**src/rtl/ls_pkg.sv**
```systemverilog
// rtl/ls_pkg.sv - shared ctrl codes, FSM states and lane helpers for the load/store unit
package ls_pkg;

  localparam logic [2:0] LS_NONE = 3'b000;
  localparam logic [2:0] LS_B    = 3'b001;
  localparam logic [2:0] LS_H    = 3'b010;
  localparam logic [2:0] LS_W    = 3'b011;
  localparam logic [2:0] LS_BU   = 3'b100;
  localparam logic [2:0] LS_HU   = 3'b101;

  typedef enum logic [1:0] {
    IDLE,
    ACCESS,
    DONE,
    ERROR
  } ls_state_t;

  typedef enum logic [1:0] {
    SZ_BYTE,
    SZ_HALF,
    SZ_WORD,
    SZ_NONE
  } ls_size_t;

  function automatic ls_size_t ls_size(input logic [2:0] ctrl);
    case (ctrl)
      LS_B, LS_BU: ls_size = SZ_BYTE;
      LS_H, LS_HU: ls_size = SZ_HALF;
      LS_W:        ls_size = SZ_WORD;
      default:     ls_size = SZ_NONE;
    endcase
  endfunction

  function automatic logic [3:0] ls_be(input ls_size_t size, input logic [1:0] off);
    case (size)
      SZ_BYTE: ls_be = 4'b0001 << off;
      SZ_HALF: ls_be = 4'b0011 << {off[1], 1'b0};
      SZ_WORD: ls_be = 4'b1111;
      default: ls_be = 4'b0000;
    endcase
  endfunction

  function automatic logic [31:0] ls_wdata(input ls_size_t size, input logic [31:0] w);
    case (size)
      SZ_BYTE: ls_wdata = {4{w[7:0]}};
      SZ_HALF: ls_wdata = {2{w[15:0]}};
      default: ls_wdata = w;
    endcase
  endfunction

endpackage

```
**src/rtl/ls_load_align.sv**
```systemverilog
// rtl/ls_load_align.sv - selects the addressed lane(s) of a read word and extends them
module ls_load_align
  import ls_pkg::*;
(
  input  logic [2:0]  ctrl,
  input  logic [1:0]  offset,
  input  logic [31:0] mem_rdata,
  output logic [31:0] rdata
);

  logic [7:0]  byte_sel;
  logic [15:0] half_sel;

  always_comb begin
    byte_sel = mem_rdata[{offset, 3'b000} +: 8];
    half_sel = offset[1] ? mem_rdata[31:16] : mem_rdata[15:0];
    case (ctrl)
      LS_B:    rdata = {{24{byte_sel[7]}}, byte_sel};
      LS_BU:   rdata = {24'h0, byte_sel};
      LS_H:    rdata = {{16{half_sel[15]}}, half_sel};
      LS_HU:   rdata = {16'h0, half_sel};
      default: rdata = mem_rdata;
    endcase
  end

endmodule

```
**src/rtl/load_store_unit.sv**
```systemverilog
// rtl/load_store_unit.sv - single-outstanding load/store engine with alignment check and timeout
module load_store_unit
  import ls_pkg::*;
#(
  parameter int ADDR_WIDTH     = 32,
  parameter int DATA_WIDTH     = 32,
  parameter int TIMEOUT_CYCLES = 16
) (
  input  logic                  clk,
  input  logic                  reset,
  input  logic                  start,
  input  logic                  is_load,
  input  logic                  is_store,
  input  logic [2:0]            ctrl,
  input  logic [ADDR_WIDTH-1:0] addr,
  input  logic [DATA_WIDTH-1:0] wdata,
  output logic                  busy,
  output logic                  done,
  output logic                  err,
  output logic [DATA_WIDTH-1:0] rdata,
  output logic                  mem_req,
  output logic                  mem_we,
  output logic [ADDR_WIDTH-1:0] mem_addr,
  output logic [3:0]            mem_be,
  output logic [DATA_WIDTH-1:0] mem_wdata,
  input  logic                  mem_ack,
  input  logic [DATA_WIDTH-1:0] mem_rdata
);

  localparam int CW = $clog2(TIMEOUT_CYCLES + 1);

  ls_state_t       state, state_n;
  logic [CW-1:0]   cnt, cnt_inc;
  logic [2:0]      ctrl_q;
  logic [1:0]      off_q;
  logic            is_load_q, is_store_q;
  ls_size_t        size;
  logic            noop, misaligned, store_sel;
  logic [31:0]     load_data;

  // Request decode happens on the raw inputs so the IDLE exit can be chosen in one cycle.
  always_comb begin
    size       = ls_size(ctrl);
    noop       = !(is_load ^ is_store) || (size == SZ_NONE) ||
                 (is_store && (ctrl == LS_BU || ctrl == LS_HU));
    misaligned = ((size == SZ_HALF) && addr[0]) ||
                 ((size == SZ_WORD) && (addr[1:0] != 2'b00));
    store_sel  = (state == IDLE) ? is_store : is_store_q;
    cnt_inc    = cnt + 1'b1;
  end

  always_comb begin
    state_n = state;
    case (state)
      IDLE: begin
        if (start) begin
          if (noop)            state_n = DONE;
          else if (misaligned) state_n = ERROR;
          else                 state_n = ACCESS;
        end
      end
      ACCESS: begin
        // An ack on the cycle the counter would expire still wins.
        if (mem_ack)                                state_n = DONE;
        else if (cnt_inc == CW'(TIMEOUT_CYCLES))    state_n = ERROR;
      end
      DONE:    state_n = IDLE;
      ERROR:   state_n = IDLE;
      default: state_n = IDLE;
    endcase
  end

  ls_load_align u_align (
    .ctrl      (ctrl_q),
    .offset    (off_q),
    .mem_rdata (mem_rdata[31:0]),
    .rdata     (load_data)
  );

  always_ff @(posedge clk) begin
    if (reset) begin
      state      <= IDLE;
      cnt        <= '0;
      ctrl_q     <= LS_NONE;
      off_q      <= 2'b00;
      is_load_q  <= 1'b0;
      is_store_q <= 1'b0;
      busy       <= 1'b0;
      done       <= 1'b0;
      err        <= 1'b0;
      rdata      <= '0;
      mem_req    <= 1'b0;
      mem_we     <= 1'b0;
      mem_addr   <= '0;
      mem_be     <= 4'b0000;
      mem_wdata  <= '0;
    end else begin
      state   <= state_n;
      busy    <= (state_n != IDLE);
      done    <= (state_n == DONE);
      err     <= (state_n == ERROR);
      mem_req <= (state_n == ACCESS);
      mem_we  <= (state_n == ACCESS) && store_sel;

      if (state == IDLE && start) begin
        ctrl_q     <= ctrl;
        off_q      <= addr[1:0];
        is_load_q  <= is_load;
        is_store_q <= is_store;
        mem_addr   <= {addr[ADDR_WIDTH-1:2], 2'b00};
        mem_be     <= ls_be(size, addr[1:0]);
        mem_wdata  <= ls_wdata(size, wdata[31:0]);
      end

      if (state != ACCESS)  cnt <= '0;
      else if (!mem_ack)    cnt <= cnt_inc;

      if (state == ACCESS && mem_ack && is_load_q) rdata <= load_data;
    end
  end

endmodule

```
**config.mk**
```make
export PLATFORM = sky130hd
export DESIGN_NAME = load_store_unit
export DESIGN_NICKNAME = d
export VERILOG_FILES = /design/src/rtl/ls_pkg.sv /design/src/rtl/ls_load_align.sv /design/src/rtl/load_store_unit.sv
export SDC_FILE = /design/constraint.sdc
export NUM_CORES = 1
export LEC_CHECK = 0
export ABC_AREA = 1
export CORE_ASPECT_RATIO = 0.9
export CORE_MARGIN = 5
export CORE_UTILIZATION = 40
export DETAILED_ROUTE_END_ITERATION = 12
export PLACE_DENSITY = 0.8
export SLEW_MARGIN = 25
export SYNTH_ARGS = -nofsm -noshare
export SYNTH_HDL_FRONTEND = slang
export SYNTH_SLANG_ARGS = --single-unit
```
**constraint.sdc**
```tcl
create_clock -name clk -period 1.4 [get_ports clk]
set_clock_uncertainty 0.1 [all_clocks]
set_input_delay 0.28 -clock clk [delete_from_list [all_inputs] [get_ports clk]]
set_output_delay 0.28 -clock clk [all_outputs]
set_load 0.02 [all_outputs]
```
# [After elaboration in Yosys (flattened, before gate mapping)]
# Cells that the tools add are included.
[op_classes] addsub=1 n_mul=0 div=0 n_lt_le_gt_ge=0 n_eq_ne=20 n_shift=3 muxes=12 n_bitwise=1 reduce_logical=20
[ops] operator="32-bit case mux with 4 select lines" count=1
[ops] operator="32-bit case mux with 2 select lines" count=1
[ops] operator="32-bit by 6-bit variable part select with 8-bit output" count=1
[ops] operator="16-bit 2-to-1 mux" count=1
[ops] operator="2-bit == test (second input constant)" count=6
[ops] operator="3-bit == test (second input constant)" count=4
[ops] operator="2-bit case mux with 3 select lines" count=2
[ops] operator="4-bit case mux with 3 select lines" count=1
[ops] operator="2-bit 2-to-1 mux" count=5
[ops] operator="3-bit by 2-bit == test with 1-bit output (second input constant)" count=3
[ops] operator="2-bit OR reduction" count=4
[ops] operator="1-bit logical AND" count=7
[ops] operator="2-bit by 1-bit == test with 1-bit output (second input constant)" count=3
[ops] operator="3-bit by 1-bit == test with 1-bit output (second input constant)" count=2
[ops] operator="5-bit by 1-bit adder with 5-bit output (second input constant)" count=1
[ops] operator="5-bit == test (second input constant)" count=1
[ops] operator="2-bit zero test" count=2
[ops] operator="1-bit logical OR" count=4
[ops] operator="2-bit nonzero test" count=2
[ops] operator="1-bit by 2-bit left shift with 4-bit output (first input constant)" count=1
[ops] operator="2-bit by 2-bit left shift with 4-bit output (first input constant)" count=1
[ops] operator="2-bit by 1-bit inequality test with 1-bit output (second input constant)" count=1
[ops] operator="1-bit zero test" count=1
[ops] operator="1-bit 2-to-1 mux" count=1
[ops] operator="1-bit XOR" count=1
[totals] reg_bits=117 latchBits=0 mem_bits_rw=0 rom_bits=0 input_bits=105 memories=0

# [Depth between registers and ports, before layout]
[depth] ltp_word=12 ltp_mapped=11 ltp_nobuf=10

# [Cells and area by module]
# A second synthesis with hierarchy kept.
[hier_totals] hier_cells=893 area_unflattened_um2=6120.9
[modules_own_cells] module="load_store_unit" n_inst=1 cells_each=654 area_per_inst_um2=4793.3
[modules_own_cells] module="ls_load_align" n_inst=1 cells_each=239 area_per_inst_um2=1327.5

# [Least setup slack after synthesis]
# No wires, ideal clock.
[synth_timing] kind="flip-flop to flip-flop" start="register ctrl_q[2]" end="register rdata[5]" setup_time_ns=0.113 t_arrival_ns=1.202 required_time_ns=1.187 path_slack_ns=-0.015 path_stages_with_launch=9 period_less_slack_ns=1.415 path_cell_list="dfxtp_1 inv_2 nor3_4 nor2_4 buf_6 nand2_2 nand3_1 o21ai_1 inv_1"
[synth_via] elab_chain_cells=2 word_cells_on_any_way=5
[synth_lines] element="from (decl)" line_no="load_store_unit.sv:34" source="logic [2:0] ctrl_q;"
[synth_lines] element="from (signal assigned)" line_no="load_store_unit.sv:106" source="ctrl_q <= ctrl;"
[synth_lines] element="3-bit == test, or another cell as far along" line_no="ls_load_align.sv:17" source="case (ctrl)"
[synth_lines] element="32-bit case mux with 4 select lines (*)" line_no="ls_load_align.sv:17"
[synth_lines] element="to (signal assigned)" line_no="load_store_unit.sv:118" source="if (state == ACCESS && mem_ack && is_load_q) rdata <= load_data;"
[synth_lines] element="to (decl)" line_no="load_store_unit.sv:20" source="output logic [DATA_WIDTH-1:0] rdata,"
# Mark *: on every way between the ends. The rest lies on a longest branch, timed or not.
# A chain may end at the register's enable or synchronous reset.

# [Final worst setup path]
[layout_timing] start="register state[1]" end="register mem_wdata[13]"
[layout_via] elab_chain_cells=2
[layout_lines] element="from (decl)" line_no="load_store_unit.sv:32" source="ls_state_t state, state_n;"
[layout_lines] element="from (signal assigned)" line_no="load_store_unit.sv:98" source="state <= state_n;"
[layout_lines] element="2-bit zero test" line_no="load_store_unit.sv:105" source="if (state == IDLE && start) begin"
[layout_lines] element="1-bit logical AND" line_no="load_store_unit.sv:105"
[layout_lines] element="to (signal assigned)" line_no="load_store_unit.sv:112" source="mem_wdata <= ls_wdata(size, wdata[31:0]);"
[layout_lines] element="to (decl)" line_no="load_store_unit.sv:25" source="output logic [DATA_WIDTH-1:0] mem_wdata,"
# No other way between the ends.

==> summary.md <==
| Metric | Value |
|---|---|
| Worst-path maximum fanout | `16` |
| Final setup viols | `66` |
| Residual DRC | `0` |
| Worst Setup Path Type | `flop to flop` |
| Leakage power | `4.374 nW` |
| Root Buffer | `clkbuf_16` |
| CP required | `1.66 ns` |
| Mapped Avg Cell Area | `6.739 sq um` |
| Crit path DAT | `1.74 ns` |
| Sum Neg Setup Slack | `-1.329 ns` |
| Vias in the first global route | `6,208` |
| Cell variety after synth | `34` |
| Maximum vdd drop | `0.8002 mV` |
| ANT cells | `0` |
| Max Cap Viol | `0` |
| Synth Instances | `826` |
| Io pins | `210` |
| Fmax | `677.7 MHz` |
| Yosys top cell by area | `dfxtp_1` |
| Register area share after synthesis | `0.4208` |
| Crit path launch type | `flop` |
| Pwr/cell area | `1205 nW/um^2` |
| HP Class | `input port to flop` |
| Seq cells post-synth | `117` |
| Placeable Area | `13,510 sq um` |
| HPWL after DPL | `13,160 microns` |
| Fill count | `1,135` |
| Number of hold violations in the final report | `0` |
| Vias per inst | `5.079` |
| Die ar. | `16,380 sq um` |
| Status | `finished with violations` |
| DIE WIDTH | `134.4 microns` |
| Storage cell area | `2364 sq um` |
| Violated checks | `negative setup slack` |
| Area contributors post-synth | `dfxtp_1 42%, nand2_1 13%, o21ai_0 10%` |
| Fin. max-slew vios | `0` |
| I/O Buffers | `207` |
| Minimum clock period after layout | `1.476 ns` |
| CTS Sinks | `117` |
| Hold WS | `0.3405 ns` |
| Largest net degree at the start of global routing | `45` |
| GPL Wtd Cong | `0.8938` |
| Initial antenna violation count | `0` |
| Worst-path clk slew | `0.06 ns` |
| Multi-input logic area | `2968 sq um` |
| Aggregate global routing overflow | `0` |
| Final period util | `1.054` |
| Clock Path Buffers | `2` |
| Tot GR Track Use | `0.2447` |
| TritonCTS Buffers | `17` |
| Final Net Count | `1,197` |
| Routed length per instance | `16.29 microns` |
| CTS tree | `built` |
| Layout cell share with drive strength beyond 1 | `0.2829` |
| RSZ-0062 raised after global routing | `yes` |
| Starting Density | `0.4119` |
| Rows | `40` |
| Post-CTS Hold Fix Bufs | `0` |
| Initial DRC Count | `509` |
| Yosys top cell area share | `0.4208` |
| Routed Wire Length | `20,700 microns` |
| Worst-Skew Late Latency | `0.41 ns` |
| H-Tree Depth | `4` |
| First-pass GRT wire length | `31,930 microns` |
| Syn. warnings | `0` |
| Die height | `121.9 microns` |
| Area grow syn2layout | `61.86%` |
| Drt pass-1 iters | `5` |
| Crit end category | `flop` |
| Worst setup margin | `-0.07569 ns` |
| Via count | `6,456` |
| Total power | `10.85 mW` |
| Mapped Area | `5567 sq um` |
| Antenna-violating nets left | `0` |
-- area by class of cell --
cell class,instances,area share
Multi-Input combinational cell,594,0.3294
Inverter,69,0.03180
Timing Repair Buffer,291,0.2830
Tap cell,168,0.02333
Clock buffer,20,0.05069
Sequential cell,117,0.2623
Clock inverter,12,0.01944
-- worst max-delay path, stage by stage, from the launching register on --
cell     delay (ns)
dfxtp_1        0.30
or2_4          0.27
nor2_8         0.12
buf_4          0.17
buf_12         0.15
nor2_1         0.05
nor2_1         0.13
o21ai_2        0.07
inv_1          0.06
-- per-stage QoR --
step	cells	utilization	setup slack (ns)	cell area (sq um)
2_1_floorplan	827	-	0.01248	5572
3_3_place_gp	1215	0.6061	-0.4946	8190
3_5_place_dp	1215	0.6061	-0.5349	8190
4_1_cts	1268	0.6649	-0.08453	8985
5_1_grt	1271	0.6668	-0.1372	9010
6_report	1271	0.6668	-0.07569	9010
-- layout by cell type (no fill, tap or decap), types with 3 or more instances in the layout --
cell / Yosys / layout
a21oi_1: 62 / 58
a21oi_2: 1 / 4
buf_12: 0 / 15
buf_16: 0 / 3
buf_2: 14 / 103
buf_4: 7 / 52
buf_6: 3 / 7
bufinv_16: 0 / 4
clkbuf_16: 0 / 22
clkdlybuf4s50_1: 0 / 101
clkinv_2: 0 / 3
clkinvlp_4: 0 / 5
dfxtp_1: 117 / 110
dfxtp_4: 0 / 5
dlygate4sd2_1: 0 / 3
inv_1: 61 / 57
inv_2: 7 / 5
nand2_1: 191 / 183
nand2_2: 4 / 11
nand3_1: 34 / 26
nand3_2: 0 / 7
nand4_1: 3 / 3
nor2_1: 139 / 114
nor2_2: 1 / 21
nor2_4: 2 / 7
o211ai_1: 18 / 18
o21ai_0: 113 / 91
o21ai_1: 2 / 19
o21ai_2: 2 / 6
or2_2: 8 / 8
-- power by group --
part           total, mW  internal [mW]  leakage [nW]  switching [mW]
combinational       2.52           1.13          3.11            1.39
clock               4.67           3.07         0.303            1.60
sequential          3.66           3.54         0.964           0.119
total               10.9           7.74          4.37            3.11
-- final timing paths --
kind              slack, ns     start  cells past startpoint       endpoint
setup / recovery      -0.08  state[1]                      8  mem_wdata[13]
hold / removal         0.34   ctrl[1]                      4      ctrl_q[1]
setup reg to reg      -0.08  state[1]                      8  mem_wdata[13]
hold reg to reg        0.36  rdata[2]                      2       rdata[2]
-- Yosys cell counts, drive strengths merged --
cell type / count
or2: 9
o21ai: 117
buf: 26
nand2: 195
nand3: 35
o211ai: 19
clkbuf: 22
nand4: 3
nor3: 1
xor2: 1
clkinv: 1
xnor2: 1
a41oi: 1
a21oi: 63
ha: 2
conb: 1
nor2: 143
mux2i: 1
inv: 68
dfxtp: 117
-- routing by layer --
| metal | up-vias | global-route usage | share of wire | routed length (microns) |
|---|---|---|---|---|
| li1 | 3197 | - | - | - |
| met1 | 2933 | 0.3192 | 0.44 | 9031 |
| met2 | 283 | 0.3835 | 0.45 | 9402 |
| met3 | 43 | 0.06606 | 0.079 | 1631 |
| met4 | 0 | 0.1031 | 0.031 | 634 |
| met5 | - | 0 | 0 | 0 |
-- repair_timing --
action,4_1_cts,5_1_grt
cloned,8,5
setup buffers,14,2
endpoints found under the setup margin,177,141
gates resized for setup,470,77
pin swaps,22,16
-- cell families (layout without fill, tap and decap cells) --
group           count (synthesis)  after routing  share of synthesized area
buf+inv                       117            392                    0.09081
mux                             1              1                   0.001798
fa+ha+maj                       2              2                   0.004495
xor+xnor                        2              2                   0.003147
compound gates                200            201                     0.1920
flops                         117            117                     0.4208
other cells                     1              2                  0.0006737
simple gates                  386            386                     0.2864
-- state kept, by name, indices dropped and copies added (netlist names) --
register / cells
busy: 1
cnt: 5
ctrl_q: 3
done: 1
err: 1
is_load_q: 1
is_store_q: 1
mem_addr: 30
mem_be: 4
mem_req: 1
mem_wdata: 32
mem_we: 1
off_q: 2
rdata: 32
state: 2
No activity file was read; power rests on OpenSTA's default activity.
